## src/rtl/pll_supervisor.sv

```systemverilog
// PLL supervisor for a PLLVR in dynamic-divider mode.
// Sequences the PLL reset, drives the divider selects, qualifies LOCK with a
// stability window, a timeout and bounded retry, and accepts run-time
// divider changes through a cfg_req/cfg_ack handshake.
module pll_supervisor #(
  parameter int SEL_W        = 6,
  parameter int IDIV_INIT    = 6,
  parameter int FBDIV_INIT   = 12,
  parameter int ODIV_INIT    = 8,
  parameter int INV_SEL      = 1,
  parameter int RST_CYCLES   = 16,
  parameter int LOCK_STABLE  = 1024,
  parameter int LOCK_TIMEOUT = 65536,
  parameter int MAX_RETRY    = 3
) (
  input  logic             clk,
  input  logic             rst_n,
  input  logic             pll_lock,
  input  logic             cfg_req,
  input  logic [SEL_W-1:0] cfg_idiv,
  input  logic [SEL_W-1:0] cfg_fbdiv,
  input  logic [SEL_W-1:0] cfg_odiv,
  output logic             cfg_ack,
  output logic             pll_reset,
  output logic [SEL_W-1:0] pll_idsel,
  output logic [SEL_W-1:0] pll_fbdsel,
  output logic [SEL_W-1:0] pll_odsel,
  output logic             pll_ready,
  output logic             user_rst_n,
  output logic             lock_err,
  output logic [1:0]       retry_cnt,
  output logic [2:0]       state_o
);

  typedef enum logic [2:0] {
    ST_RESET_HOLD = 3'd0,
    ST_WAIT_LOCK  = 3'd1,
    ST_STABLE     = 3'd2,
    ST_READY      = 3'd3,
    ST_FAIL       = 3'd4
  } state_t;

  // One shared counter serves every timed state, so size it for the longest.
  localparam int CNT_MAX_A = (LOCK_TIMEOUT > LOCK_STABLE) ? LOCK_TIMEOUT : LOCK_STABLE;
  localparam int CNT_MAX   = (CNT_MAX_A > RST_CYCLES) ? CNT_MAX_A : RST_CYCLES;
  localparam int CNT_W     = $clog2(CNT_MAX + 1);

  localparam logic [CNT_W-1:0] RST_LAST     = CNT_W'(RST_CYCLES - 1);
  localparam logic [CNT_W-1:0] TIMEOUT_LAST = CNT_W'(LOCK_TIMEOUT - 1);
  localparam logic [CNT_W-1:0] STABLE_LAST  = CNT_W'(LOCK_STABLE - 1);

  localparam logic [SEL_W-1:0] IDIV_RST  = SEL_W'(IDIV_INIT);
  localparam logic [SEL_W-1:0] FBDIV_RST = SEL_W'(FBDIV_INIT);
  localparam logic [SEL_W-1:0] ODIV_RST  = SEL_W'(ODIV_INIT);

  // PLLVR dynamic selects take the one's complement of the divider code.
  function automatic logic [SEL_W-1:0] encode_sel(input logic [SEL_W-1:0] code);
    return (INV_SEL != 0) ? ~code : code;
  endfunction

  state_t             state_reg, state_next;
  logic [CNT_W-1:0]   cnt_reg, cnt_next;
  logic [1:0]         lock_sync_reg;
  logic               lock_s;
  logic [1:0]         retry_reg, retry_next;
  logic [2:0]         retry_inc;
  logic               lock_err_reg, lock_err_next;
  logic               ack_next;
  logic               capture;
  logic [SEL_W-1:0]   idiv_reg, fbdiv_reg, odiv_reg;
  logic [SEL_W-1:0]   idsel_reg, fbdsel_reg, odsel_reg;
  logic               pll_reset_reg, pll_ready_reg, user_rst_n_reg, cfg_ack_reg;

  assign lock_s    = lock_sync_reg[1];
  assign retry_inc = {1'b0, retry_reg} + 3'd1;

  // Two-flop synchroniser for the asynchronous LOCK pin.
  always_ff @(posedge clk or negedge rst_n) begin
    if (!rst_n) lock_sync_reg <= 2'b00;
    else        lock_sync_reg <= {lock_sync_reg[0], pll_lock};
  end

  // State, counter, retry bookkeeping and sticky error.
  always_ff @(posedge clk or negedge rst_n) begin
    if (!rst_n) begin
      state_reg    <= ST_RESET_HOLD;
      cnt_reg      <= '0;
      retry_reg    <= 2'd0;
      lock_err_reg <= 1'b0;
    end else begin
      state_reg    <= state_next;
      cnt_reg      <= cnt_next;
      retry_reg    <= retry_next;
      lock_err_reg <= lock_err_next;
    end
  end

  // Next-state logic; the counter is cleared on every state change.
  always_comb begin
    state_next    = state_reg;
    cnt_next      = cnt_reg;
    retry_next    = retry_reg;
    lock_err_next = lock_err_reg;
    ack_next      = 1'b0;
    capture       = 1'b0;
    case (state_reg)
      ST_RESET_HOLD: begin
        if (cnt_reg == RST_LAST) begin
          state_next = ST_WAIT_LOCK;
          cnt_next   = '0;
        end else begin
          cnt_next = cnt_reg + 1'b1;
        end
      end
      ST_WAIT_LOCK: begin
        if (lock_s) begin
          state_next = ST_STABLE;
          cnt_next   = '0;
        end else if (cnt_reg == TIMEOUT_LAST) begin
          cnt_next   = '0;
          retry_next = (retry_inc > 3'd3) ? 2'd3 : retry_inc[1:0];
          if (int'(retry_inc) > MAX_RETRY) begin
            state_next    = ST_FAIL;
            lock_err_next = 1'b1;
          end else begin
            state_next = ST_RESET_HOLD;
          end
        end else begin
          cnt_next = cnt_reg + 1'b1;
        end
      end
      ST_STABLE: begin
        if (!lock_s) begin
          state_next = ST_WAIT_LOCK;
          cnt_next   = '0;
        end else if (cnt_reg == STABLE_LAST) begin
          state_next = ST_READY;
          cnt_next   = '0;
          retry_next = 2'd0;
        end else begin
          cnt_next = cnt_reg + 1'b1;
        end
      end
      ST_READY: begin
        // Lock loss takes priority; a pending request is served later.
        if (!lock_s) begin
          state_next = ST_RESET_HOLD;
          cnt_next   = '0;
        end else if (cfg_req) begin
          state_next = ST_RESET_HOLD;
          cnt_next   = '0;
          ack_next   = 1'b1;
          capture    = 1'b1;
        end
      end
      ST_FAIL: begin
        if (cfg_req) begin
          state_next    = ST_RESET_HOLD;
          cnt_next      = '0;
          ack_next      = 1'b1;
          capture       = 1'b1;
          lock_err_next = 1'b0;
          retry_next    = 2'd0;
        end
      end
      default: begin
        state_next = ST_RESET_HOLD;
        cnt_next   = '0;
      end
    endcase
  end

  // Registered control outputs, decoded from the state being entered.
  always_ff @(posedge clk or negedge rst_n) begin
    if (!rst_n) begin
      pll_reset_reg  <= 1'b1;
      pll_ready_reg  <= 1'b0;
      user_rst_n_reg <= 1'b0;
      cfg_ack_reg    <= 1'b0;
    end else begin
      pll_reset_reg  <= (state_next == ST_RESET_HOLD) || (state_next == ST_FAIL);
      pll_ready_reg  <= (state_next == ST_READY);
      user_rst_n_reg <= (state_next == ST_READY);
      cfg_ack_reg    <= ack_next;
    end
  end

  // Divider codes, captured on an accepted request.
  always_ff @(posedge clk or negedge rst_n) begin
    if (!rst_n) begin
      idiv_reg  <= IDIV_RST;
      fbdiv_reg <= FBDIV_RST;
      odiv_reg  <= ODIV_RST;
    end else if (capture) begin
      idiv_reg  <= cfg_idiv;
      fbdiv_reg <= cfg_fbdiv;
      odiv_reg  <= cfg_odiv;
    end
  end

  // Select outputs only follow the codes while the PLL is held in reset.
  always_ff @(posedge clk or negedge rst_n) begin
    if (!rst_n) begin
      idsel_reg  <= encode_sel(IDIV_RST);
      fbdsel_reg <= encode_sel(FBDIV_RST);
      odsel_reg  <= encode_sel(ODIV_RST);
    end else if (pll_reset_reg) begin
      idsel_reg  <= encode_sel(idiv_reg);
      fbdsel_reg <= encode_sel(fbdiv_reg);
      odsel_reg  <= encode_sel(odiv_reg);
    end
  end

  assign cfg_ack    = cfg_ack_reg;
  assign pll_reset  = pll_reset_reg;
  assign pll_idsel  = idsel_reg;
  assign pll_fbdsel = fbdsel_reg;
  assign pll_odsel  = odsel_reg;
  assign pll_ready  = pll_ready_reg;
  assign user_rst_n = user_rst_n_reg;
  assign lock_err   = lock_err_reg;
  assign retry_cnt  = retry_reg;
  assign state_o    = state_reg;

endmodule

```

## config.mk

```make
export PLATFORM = sky130hd
export DESIGN_NAME = pll_supervisor
export DESIGN_NICKNAME = d
export VERILOG_FILES = /design/src/rtl/pll_supervisor.sv
export SDC_FILE = /design/constraint.sdc
export NUM_CORES = 1
export LEC_CHECK = 0
export BUFFER_PORTS_ARGS = -buffer_cell sky130_fd_sc_hd__buf_2
export CORE_MARGIN = 5
export CORE_UTILIZATION = 50
export DETAILED_ROUTE_END_ITERATION = 12
export HOLD_SLACK_MARGIN = 0.1
export MAX_ROUTING_LAYER = met4
export PLACE_DENSITY = 0.7
export REMOVE_ABC_BUFFERS = 1
export SKIP_CTS_REPAIR_TIMING = 1
export SLEW_MARGIN = 10
export SYNTH_ARGS = -nofsm -noshare
export SYNTH_HDL_FRONTEND = slang
export SYNTH_SLANG_ARGS = --single-unit
export TNS_END_PERCENT = 5
```

## constraint.sdc

```tcl
create_clock -name clk -period 3.3 [get_ports clk]
set_input_delay 0.66 -clock clk [delete_from_list [all_inputs] [get_ports clk]]
set_output_delay 0.66 -clock clk [all_outputs]
set_load 0.05 [all_outputs]
```

After elaboration in Yosys (flattened, before gate mapping) --
Index checks and enable logic that the tools add are counted.
Cells by class: eq/ne operators 15, $add $sub $neg 2, magnitude comparators 2, mux-type cells 32, reduce and logical (&&, ||, !) cells 7, bitwise logic cells 3
Operator list (count):
- 17-bit 2-to-1 mux | 7
- 17-bit one-hot mux with 5 select lines | 1
- 3-bit 2-to-1 mux | 8
- 6-bit inverter | 3
- 17-bit by 1-bit adder with 17-bit output, second input constant | 1
- 17-bit by 10-bit equality test with 1-bit output, second input constant | 1
- 17-bit by 16-bit equality test with 1-bit output, second input constant | 1
- 17-bit by 4-bit equality test with 1-bit output, second input constant | 1
- 3-bit one-hot mux with 5 select lines | 1
- 2-bit 2-to-1 mux | 6
- 2-bit != test, second input constant | 6
- 3-bit by 2-bit equality test with 1-bit output, second input constant | 3
- 3-bit equality test, second input constant | 2
- 3-bit by 2-bit greater-than comparator with 1-bit output, second input constant | 2
- 3-bit logical NOT | 2
- 1-bit 2-to-1 mux | 6
- 2-bit one-hot mux with 3 select lines | 1
- 6-bit AND reduction | 1
- 5-bit AND reduction | 1
- 1-bit one-hot mux with 2 select lines | 2
- 2-bit by 1-bit adder with 3-bit output, second input constant | 1
- 3-bit by 1-bit equality test with 1-bit output, second input constant | 1
- 3-bit nonzero test | 1
- 2-bit nonzero test | 1
- 1-bit logical OR | 1
Storage, ports and cells: word-level logic and storage cells 75, output and inout port bits 28, input bits 22, flip-flop bits (word level) 64

Depth between registers and ports, before layout --
depth after elaboration 8, depth in mapped cells 9, gate-level depth less buffers 9

Least setup slack after synthesis --
Ideal clock, no wire load.
kind register to register, start register cnt_reg[0], end register cnt_reg[10], arrival 2.099 ns, required time 3.172 ns, setup slack 1.073 ns, library setup time 0.128 ns, clock period less this slack 2.227 ns, cell stages (with the launch flop) 10, path through dfrtp_1 ha_1 nand3_1 nor3_1 and3_1 ha_1 and2b_2 clkbuf_8 o32ai_1 nand2_1
Between the ends: word-level cells in the longest chain between the ends 4
Ends and longest elaborated chain:
- start: declaration | RTL line 62 | logic [CNT_W-1:0] cnt_reg, cnt_next;
- start signal: assignment | RTL line 92 | cnt_reg <= cnt_next;
- 17-bit by 1-bit adder with 17-bit output (tied with other cells) | RTL line 112, 129, 141
- 17-bit 2-to-1 mux (on tied branches) | RTL line 136, 119
- 17-bit 2-to-1 mux (on tied branches) | RTL line 133, 116
- 17-bit one-hot mux with 5 select lines * | RTL line 106 | case (state_reg)
- net cnt_next[10] | RTL line 62
Mark *: on every way through the listed nets, which the timed path passes. The rest lies on a longest branch. A chain may end at the register's enable or synchronous reset.

Worst setup path after layout --
start register cnt_reg[0], end register cnt_reg[5]
The elaborated chain is that of the path after synthesis.

==> results.md <==
* Syn_area_per_cell at 10.9 um^2
* Combinational family with the most area after synthesis: simple AND/OR/NAND/NOR gates
* DRC viols at 0
* Ys Warns at 0
* Status: completed
* Crit-path leading delay family: simple AND/OR/NAND/NOR gates
* Final net count at 362
* CTS tree: yes
* Final Setup Violations at 0
* Largest net degree at the start of global routing at 31
* Leakage at 0.00181 uW
* Max reg flops at 17
* Die height at 89.0 um
* Die width at 89.0 um
* CP arrival at 2.83 ns
* Slowest CP cell: nor3_1
* Skew final at 0.00864 ns
* Pre-antenna DRT Iters at 4
* GRT Total Usage at 18.2%
* Worst-path cell chain: ha_1, nand3_1, nor3_1, and3_1, ha_1, and2b_2, nor3_2, o211ai_1
* Worst hold path type: primary input to asynchronous set/reset pin
* Number of placement rows at 28
* Worst R2R Path Depth at 8
* Crit Path Class: flip-flop to flip-flop
* Worst EP required at 3.50 ns
* Multiplexer area fraction after synthesis at 12.3%
* Dpl hpwl at 4290 um
* Synth Area in Simple Gates at 17.5%
* CTS Buf Count at 9
* CP Buf/Inv Count at 0
* Cell count along the critical path at 8
* Fillers at 489
* Clock transition at the registers of the reported paths at 0.07 ns
* Via count at 2252
* Slew HR at 42.6%
* CTS Root Cell: clkbuf_8
* Average via count per standard cell at 5.40
* Measured slew at the worst slew-check pin at 0.859 ns
* Peak supply drop at 574 uV
* # port buffers at 49
* Initial antenna violation count at 0
* Num Clock Sinks at 64
* Worst setup SP type: flip-flop
* # diodes at 0
* Post-synth top flop: dfrtp_1
* H-tree Lvls at 3
* I/O pin count at 50
* Die area at 7920 um^2
* Most common cell after layout, fill and taps aside: buf_2
* Synth Instances at 287
* Layout Utilization at 60.8%
* Final Hold Fails at 0
* Vias in the first global route at 2307
* Worst flop-to-flop path endpoint: cnt_reg[5]$_DFF_PN0_
* Share of cells above drive strength 1 at 36.8%
* Count of different cell masters after synthesis at 55
* Slowest stage delay, CP at 0.49 ns
* CP Capture Type: flip-flop
* Synthesis-to-finish area growth at 16.8%
* Largest cells by area after synthesis: dfrtp_1 36%, dfstp_2 16%, mux2_2 6.5%, mux2i_1 5.8%, nand2_1 4.7%
* Crit Path Max Fanout at 13
* WL final at 6190 um
* Final setup TNS at 0 ns
* Adder-Cell Fraction of Synth Area at 1.20%
* GRT overflow at 0
* CORE AREA at 5990 um^2
* Most frequent cells in the layout: 49 x buf_2, 45 x dfrtp_1, 39 x nand2_1, 27 x inv_1, 19 x dfstp_2
* # Max-Cap Violations at 0
* Power density cells at 882 nW/um^2
* WHS at 0.236 ns
* RSZ-0062 raised after global routing: false
* CTS max path bufs at 2
* XOR/XNOR Fraction of Synth Area at 0.562%
* Drt initial violations at 139
* Antenna-violating nets left at 0
* Post-synth top area cell: dfrtp_1
* Post-synth EDFFs at 0
* Max Slew Vio Count at 0
* Compound-cell area share of the yosys netlist at 9.71%
* Initial core utilization at 52.1%
* Critical R2R Launch: cnt_reg[0]$_DFF_PN0_
* R2r setup slk at 0.67 ns
* Mapped cell area at 3120 um^2
* Fin crit period at 2.63 ns
* Most frequent CP cell: ha_1
* Tcrit/Tclk final at 79.7%
* Ys async rst share at 100%
* Post-synthesis sequential area ratio at 52.1%
* Max Fclk at 380 MHz
* First-pass GRT wire length at 10900 um
* Clock latency at the later pin of the worst-skew pair at 0.33 ns
* Routability cong. at 0.781
* Yosys reg bits at 64
* Area fraction of the dominant cell type after synthesis at 36.1%
* Wire per inst at 14.8 um
[kinds of logic (layout without fill, tap and decap cells)]
group,Yosys count,after routing
AOI/OAI and AO/OA,39,39
xor gates and xnor gates,2,2
adders and majority gates,3,3
buffers and inverters,42,97
DFF,64,64
muxes,36,36
and+or+nand+nor,101,101
[synthesized netlist by cell type (all sizes together) (2+ instances only)]
library cell,count
o31ai,3
and4,3
mux2,18
dfstp,19
or4,2
and2b,5
and2,4
dfrtp,45
inv,27
nand3b,2
nor3,9
a31oi,5
nor4,3
nand3,6
and3,7
nor2,11
clkbuf,9
o21bai,2
buf,6
o32ai,11
a21oi,5
ha,3
o21ai,4
mux2i,18
nand4,3
or3,2
nand2,39
[cell type report]
cell class / instances / area, um^2 / area share, %
clock buffer: 10 / 138 / 3.78
clock inverter: 6 / 116 / 3.19
inverter: 27 / 101 / 2.78
multi-input combinational: 181 / 1290 / 35.3
sequential: 64 / 1630 / 44.6
tap: 75 / 93.8 / 2.57
timing repair buffer: 54 / 283 / 7.76
[power by group]
group	internal (uW)	switching (uW)
Clock	526	312
Sequential	1090	154
Combinational	355	776
[metrics by stage]
stage | instances | total power (uW) | cell area [um^2] | worst slack (ns)
after global routing | 417 | 3400 | 3640 | 0.410
after global placement | 401 | 2360 | 3390 | 0.830
after CTS | 417 | 3250 | 3640 | 0.694
after detailed placement | 401 | 2400 | 3390 | 0.702
after floorplan | 272 | 2120 | 3010 | 1.08
final | 417 | 3210 | 3640 | 0.670
[worst reg2reg max path: stages (launching register included)]
cell and delay, ns:
dfrtp_1 0.40, ha_1 0.21, nand3_1 0.15, nor3_1 0.49
and3_1 0.27, ha_1 0.24, and2b_2 0.35, nor3_2 0.26
o211ai_1 0.14
[routing by layer]
metal / wire length, um / part of all wire, % / GRT usage (%)
met4: 91 / 1.5 / 6.90
met5: 0 / 0 / -
met1: 2840 / 46 / 25.2
met2: 3010 / 49 / 26.9
met3: 248 / 4.0 / 3.23
[worst max path at each step]
stage	to	startpoint	slack, ns
final	cnt_reg[5]$_DFF_PN0_	cnt_reg[0]$_DFF_PN0_	0.67
after global routing	cnt_reg[11]$_DFF_PN0_	cnt_reg[0]$_DFF_PN0_	0.41
after CTS	cnt_reg[5]$_DFF_PN0_	cnt_reg[0]$_DFF_PN0_	0.69
after detailed placement	cnt_reg[5]$_DFF_PN0_	cnt_reg[0]$_DFF_PN0_	0.70
after global placement	cnt_reg[5]$_DFF_PN0_	cnt_reg[0]$_DFF_PN0_	0.83
after floorplan	cnt_reg[5]$_DFF_PN0_	state_o[1]$_DFF_PN0_	1.08
Note: power is estimated with default switching activity, not from simulation.
